File: src/rtl/alu_seq_pkg.sv
// Shared types and encodings for the multi-cycle ALU sequencer: FSM states,
// opcode map, PC source and writeback source selects.
package alu_seq_pkg;

    typedef enum logic [2:0] {
        IDLE      = 3'd0,
        FETCH     = 3'd1,
        DECODE    = 3'd2,
        EXECUTE   = 3'd3,
        MEM       = 3'd4,
        WRITEBACK = 3'd5
    } state_t;

    localparam logic [5:0] OP_AND  = 6'd0;
    localparam logic [5:0] OP_ADD  = 6'd1;
    localparam logic [5:0] OP_SUB  = 6'd2;
    localparam logic [5:0] OP_ANDI = 6'd3;
    localparam logic [5:0] OP_ADDI = 6'd4;
    localparam logic [5:0] OP_LW   = 6'd5;
    localparam logic [5:0] OP_SW   = 6'd6;
    localparam logic [5:0] OP_BGT  = 6'd8;
    localparam logic [5:0] OP_BLT  = 6'd9;
    localparam logic [5:0] OP_BEQ  = 6'd10;
    localparam logic [5:0] OP_BNE  = 6'd11;
    localparam logic [5:0] OP_J    = 6'd12;
    localparam logic [5:0] OP_CALL = 6'd13;

    localparam logic [1:0] PC_SEQ = 2'd0;
    localparam logic [1:0] PC_BR  = 2'd1;
    localparam logic [1:0] PC_JMP = 2'd2;

    localparam logic [1:0] WB_ALU = 2'd0;
    localparam logic [1:0] WB_MEM = 2'd1;
    localparam logic [1:0] WB_PC  = 2'd2;

endpackage

File: src/rtl/alu_seq_decode.sv
// Combinational opcode classifier for the sequencer; exactly one class flag
// is high for any opcode, with isIllegal covering every unmapped value.
module alu_seq_decode
    import alu_seq_pkg::*;
#(
    parameter int OPCODE_W = 6
) (
    input  logic [OPCODE_W-1:0] opcode,
    output logic                isRType,
    output logic                isImm,
    output logic                isLoad,
    output logic                isStore,
    output logic                isBranch,
    output logic                isJump,
    output logic                isCall,
    output logic                isIllegal
);

    always_comb begin
        isRType   = 1'b0;
        isImm     = 1'b0;
        isLoad    = 1'b0;
        isStore   = 1'b0;
        isBranch  = 1'b0;
        isJump    = 1'b0;
        isCall    = 1'b0;
        isIllegal = 1'b0;
        case (opcode)
            OP_AND, OP_ADD, OP_SUB:         isRType  = 1'b1;
            OP_ANDI, OP_ADDI:               isImm    = 1'b1;
            OP_LW:                          isLoad   = 1'b1;
            OP_SW:                          isStore  = 1'b1;
            OP_BGT, OP_BLT, OP_BEQ, OP_BNE: isBranch = 1'b1;
            OP_J:                           isJump   = 1'b1;
            OP_CALL:                        isCall   = 1'b1;
            default:                        isIllegal = 1'b1;
        endcase
    end

endmodule

File: src/rtl/alu_sequencer.sv
// Multi-cycle control FSM for the single-ALU CPU datapath.
// Define ALU_SEQ_PERF_CNT_EN to add the cycleCount/instrCount performance counters.
module alu_sequencer
    import alu_seq_pkg::*;
#(
    parameter int OPCODE_W = 6,
    parameter int DATA_W   = 32,
    parameter int CNT_W    = 32
) (
    input  logic                clk,
    input  logic                rst_n,
    input  logic [OPCODE_W-1:0] instrOpcode,
    input  logic                memReady,
    input  logic [DATA_W-1:0]   aluOut,
    output logic [OPCODE_W-1:0] aluOpcode,
    output logic                aluSrcB,
    output logic                memRead,
    output logic                memWrite,
    output logic                irWrite,
    output logic                pcWrite,
    output logic [1:0]          pcSrc,
    output logic                regWrite,
    output logic [1:0]          wbSrc,
    output logic                regDstLink,
    output logic                illegalOp,
    output logic [2:0]          state
`ifdef ALU_SEQ_PERF_CNT_EN
    ,
    output logic [CNT_W-1:0]    cycleCount,
    output logic [CNT_W-1:0]    instrCount
`endif
);

    state_t              r_state;
    state_t              w_next_state;
    logic [OPCODE_W-1:0] r_opcode;
    logic                w_is_rtype;
    logic                w_is_imm;
    logic                w_is_load;
    logic                w_is_store;
    logic                w_is_branch;
    logic                w_is_jump;
    logic                w_is_call;
    logic                w_is_illegal;
    logic                w_taken;

    alu_seq_decode #(.OPCODE_W(OPCODE_W)) u_decode (
        .opcode    (r_opcode),
        .isRType   (w_is_rtype),
        .isImm     (w_is_imm),
        .isLoad    (w_is_load),
        .isStore   (w_is_store),
        .isBranch  (w_is_branch),
        .isJump    (w_is_jump),
        .isCall    (w_is_call),
        .isIllegal (w_is_illegal)
    );

    // Branch condition is judged purely from the ALU result, never from flags.
    always_comb begin
        w_taken = 1'b0;
        case (r_opcode)
            OP_BGT, OP_BLT: w_taken = aluOut[0];
            OP_BEQ:         w_taken = (aluOut == '0);
            OP_BNE:         w_taken = (aluOut != '0);
            default:        w_taken = 1'b0;
        endcase
    end

    always_comb begin
        w_next_state = r_state;
        case (r_state)
            IDLE:      w_next_state = FETCH;
            FETCH:     w_next_state = memReady ? DECODE : FETCH;
            DECODE:    w_next_state = w_is_illegal ? FETCH : EXECUTE;
            EXECUTE: begin
                if (w_is_rtype || w_is_imm)
                    w_next_state = WRITEBACK;
                else if (w_is_load || w_is_store)
                    w_next_state = MEM;
                else
                    w_next_state = FETCH;
            end
            MEM: begin
                if (memReady)
                    w_next_state = w_is_load ? WRITEBACK : FETCH;
            end
            WRITEBACK: w_next_state = FETCH;
            default:   w_next_state = IDLE;
        endcase
    end

    always_ff @(posedge clk or negedge rst_n) begin
        if (!rst_n) begin
            r_state  <= IDLE;
            r_opcode <= '0;
        end else begin
            r_state <= w_next_state;
            if (r_state == FETCH && memReady)
                r_opcode <= instrOpcode;
        end
    end

    always_comb begin
        aluOpcode  = '0;
        aluSrcB    = 1'b0;
        memRead    = 1'b0;
        memWrite   = 1'b0;
        irWrite    = 1'b0;
        pcWrite    = 1'b0;
        pcSrc      = PC_SEQ;
        regWrite   = 1'b0;
        wbSrc      = WB_ALU;
        regDstLink = 1'b0;
        illegalOp  = 1'b0;
        case (r_state)
            FETCH: begin
                memRead = 1'b1;
                if (memReady) begin
                    irWrite = 1'b1;
                    pcWrite = 1'b1;
                    pcSrc   = PC_SEQ;
                end
            end
            DECODE: illegalOp = w_is_illegal;
            EXECUTE: begin
                aluOpcode = r_opcode;
                aluSrcB   = !(w_is_rtype || w_is_branch);
                if (w_is_branch && w_taken) begin
                    pcWrite = 1'b1;
                    pcSrc   = PC_BR;
                end
                if (w_is_jump || w_is_call) begin
                    pcWrite = 1'b1;
                    pcSrc   = PC_JMP;
                end
                // The PC already points past the CALL, so it is the link value.
                if (w_is_call) begin
                    regWrite   = 1'b1;
                    wbSrc      = WB_PC;
                    regDstLink = 1'b1;
                end
            end
            MEM: begin
                aluOpcode = r_opcode;
                memRead   = w_is_load;
                memWrite  = w_is_store;
            end
            WRITEBACK: begin
                regWrite = 1'b1;
                wbSrc    = w_is_load ? WB_MEM : WB_ALU;
            end
            default: ;
        endcase
    end

    assign state = r_state;

`ifdef ALU_SEQ_PERF_CNT_EN
    logic [CNT_W-1:0] r_cycle_cnt;
    logic [CNT_W-1:0] r_instr_cnt;
    logic             w_retire;

    assign w_retire = (w_next_state == FETCH) &&
                      (r_state == DECODE || r_state == EXECUTE ||
                       r_state == MEM || r_state == WRITEBACK);

    always_ff @(posedge clk or negedge rst_n) begin
        if (!rst_n) begin
            r_cycle_cnt <= '0;
            r_instr_cnt <= '0;
        end else begin
            if (r_state != IDLE)
                r_cycle_cnt <= r_cycle_cnt + CNT_W'(1);
            if (w_retire)
                r_instr_cnt <= r_instr_cnt + CNT_W'(1);
        end
    end

    assign cycleCount = r_cycle_cnt;
    assign instrCount = r_instr_cnt;
`endif

endmodule

File: config.mk
export PLATFORM = sky130hd
export DESIGN_NAME = alu_sequencer
export DESIGN_NICKNAME = d
export VERILOG_FILES = /design/src/rtl/alu_seq_pkg.sv /design/src/rtl/alu_seq_decode.sv /design/src/rtl/alu_sequencer.sv
export SDC_FILE = /design/constraint.sdc
export NUM_CORES = 1
export LEC_CHECK = 0
export BUFFER_PORTS_ARGS = -buffer_cell sky130_fd_sc_hd__buf_2
export CORE_MARGIN = 2
export CORE_UTILIZATION = 44
export CTS_BUF_LIST = sky130_fd_sc_hd__clkbuf_4
export DETAILED_ROUTE_END_ITERATION = 10
export HOLD_SLACK_MARGIN = 0.12
export PLACE_DENSITY = 0.83
export SLEW_MARGIN = 20
export SYNTH_ARGS = -nofsm -noshare
export SYNTH_HDL_FRONTEND = slang
export SYNTH_HIERARCHICAL = 1
export SYNTH_SLANG_ARGS = --single-unit
File: constraint.sdc
create_clock -name clk -period 4.85 [get_ports clk]
set_input_delay 0.2425 -clock clk [delete_from_list [all_inputs] [get_ports clk]]
set_output_delay 0.2425 -clock clk [all_outputs]
set_load 0.1 [all_outputs]
==> impl_metrics.csv <==
group,metric,value,unit
setup_path,arrival,2.42,ns
clock_network,clock_path_buffers,2,
min_path,hold_class,"input pin to flip-flop",
final_layout,fin_nets,205,
route,wire_per_inst,12.77,um
synth,syn_avg_cell_area,8.164,um^2
grt,grt_pass1_wl,3.450,mm
grt,grt_max_degree,15,
clock_network,clkTransAtPathRegs,0.07,ns
flow_run,drv_cap,0,
timing,drv_slew,0,
timing,period_share,0.5497,
grt,grt-ovfl-total,0,
setup_path,startpoint_type,"flip-flop",
pwr,leakagePower,0.5754,nW
timing,fin_tns_setup,0,ns
synth,synth_top_family_by_area,"simple AND/OR/NAND/NOR gates",
outcome,status,"completed",
synth,async_reset_ff_frac,1.000,
pwr,pwr_density_cell,762.9,nW/um^2
route,ant_nets,0,
synth,ys_ff_latch,9,
clock_network,clock_latency,0.27,ns
floorplan,coreArea,1745,um^2
synth,synthAdderAreaFrac,0,
synth,yosysTopAreaCellShare,0.2731,
floorplan,start_util,0.4724,
setup_path,r2r_cells,5,
timing,min_period,2.666,ns
route,viasPerCell,5.569,
synth,synth-simple-area-share,0.4750,
synth,synth_area_leader_cell,"dfrtp_1",
timing,finClkSkew,0.009623,ns
final_layout,final_util,0.6703,
final_layout,area_growth,41.88,%
setup_path,cpPeakStageDelay,0.46,ns
place,numPortBuffers,61,
pwr,finalPower,0.8925,mW
final_layout,layout-drive-gt1-share,0.4417,
floorplan,die-area,2236,um^2
synth,synthFlopType,"dfrtp_1",
route,vias,1047,
floorplan,fp.dieW,47.29,um
setup_path,path_cells,"nor4b_1 -> nor4b_1 -> and3_1 -> nand2_1 -> o31ai_1 -> buf_2",
setup_path,crit_fanout,8,
clock_network,numCtsBuffers,3,
timing,fmax,375.1,MHz
synth,syn_inst,101,
final_layout,num_antenna_cells,0,
pwr,ir_drop,0.6640,mV
clock_network,htreeDepth,1,
grt,grt_pass1_vias,836,
setup_path,required,4.61,ns
timing,hold_viol,0,
floorplan,die_y,47.29,um
synth,netlist_area,824.5,um^2
timing,grt_setup_unrepaired,"no",
timing,worst_slew_pin_slew,0.4927,ns
floorplan,pin_count,62,
grt,antenna_found_initial,0,
route,drc,0,
clock_network,clock_sinks,9,
route,drtPass1Iterations,5,
place,gp_congestion,0.7904,
timing,setup_viol,0,
timing,slew_headroom,0.6738,
place,place_hpwl,1.932,mm
synth,synth_nets,142,
synth,ys_seq_area_frac,0.2731,
setup_path,cpMostUsedCell,"nor4b_1",
synth,synth_most_common_cell,"nor2_1",
synth,synth_compound_area_frac,0.1457,
synth,synth_edf_count,0,
setup_path,endpoint_kind,"primary output",
synth,synth_mux_area_frac,0.05463,
route,initialDrtViolationCount,27,
synth,yosysUniqueCellTypes,38,
clock_network,cts_resized,0,
synth,yosysWarnings,6,
grt,grt_use_total,0.2246,
synth,synth_area_leaders,"dfrtp_1 27%, nor4_1 6.8%, mux2_2 5.5%, nor2_1 5.5%, nor2b_1 3.8%",
floorplan,rows,15,
route,routed_wl,2.400,mm
clock_network,cts_tree,"yes",
min_path,worst_hold_path.num_cells,3,
synth,synthTopCellsByCount,"12 x nor2_1, 9 x dfrtp_1, 9 x nor4_1",
setup_path,slowest_stage,"buf_2",
setup_path,critical_path_class,"flip-flop to primary output",
clock_network,cts-root-buf,"clkbuf_4",
synth,synth_xor_xnor_area_share,0,
final cells by class:
class | count | area (um^2)
flip-flops and latches | 9 | 225.2
multi-input cells | 85 | 556.8
well taps | 25 | 31.28
clock buffers | 4 | 30.03
fillers | 163 | 575.6
repair buffers | 62 | 315.3
inverters | 3 | 11.26
metal layers:
layer  GRT usage  wire length [um]
met5           0                 0
met3     0.04615               198
met2      0.3730              1209
met1      0.2687               955
met4      0.1222                36
timing repair:
item | in CTS | in global routing
endpoints found under the hold margin | 9 | 0
endpoints found under the setup margin | 0 | 0
hold buffers | 1 | 0
buffers inserted | 0 | 0
power by group:
group	total, mW	internal (mW)	switching [mW]
clock network	0.0657	0.0373	0.0283
registers	0.196	0.109	0.0870
logic	0.631	0.140	0.491
total	0.893	0.286	0.606
layout by cell type (no fill, tap or decap), types with 2 or more instances in the layout:
cell	n
buf_2	61
nor2_1	12
nor4_1	9
dfrtp_1	9
nor2b_1	5
nor3_1	5
o21ai_0	5
nand3b_1	4
nand2_1	4
mux2_2	4
clkbuf_4	4
inv_1	3
a21oi_1	3
a211oi_1	3
nand2b_1	2
nor4b_1	2
and3_1	2
nand4_1	2
and4_1	2
a31oi_1	2
o211ai_1	2
and2_1	2
metrics by stage:
stage,area (um^2),hold WS (ns),instances,setup WS [ns]
after global routing,1170,0.1871,188,2.066
after floorplan,824.5,-0.05309,101,0.4380
after detailed placement,1130,0.1086,183,2.528
after global placement,1130,0.1021,183,2.586
final,1170,0.1867,188,2.184
after CTS,1170,0.1788,188,2.212
worst max-delay path: cells and delay by family (launching register included):
family	cells	cell delay, ns
AO/OA/AOI/OAI	1	0.24
buffers and inverters	1	0.46
flip-flops	1	0.45
AND/OR/NAND/NOR	4	1.01
logic make-up after synthesis:
logic type,Yosys count
simple gates,62
compound gates,19
flops,9
buf+inv,7
mux,4
flip-flops by register name, indices dropped and copies added, names as in the netlist:
| register | count |
|---|---|
| r_opcode | 6 |
| state | 3 |
worst paths after layout:
path	slack [ns]	start	end
worst max-delay path	2.18	r_opcode[5]	pcWrite
worst min-delay path	0.19	instrOpcode[1]	r_opcode[1]
worst max register to register	3.01	r_opcode[5]	state[0]
worst min register to register	0.64	state[2]	state[1]
max in group asynchronous	4.30	rst_n	state[2]
min in group asynchronous	0.36	rst_n	r_opcode[5]
Power figures use the tool's default switching activity.
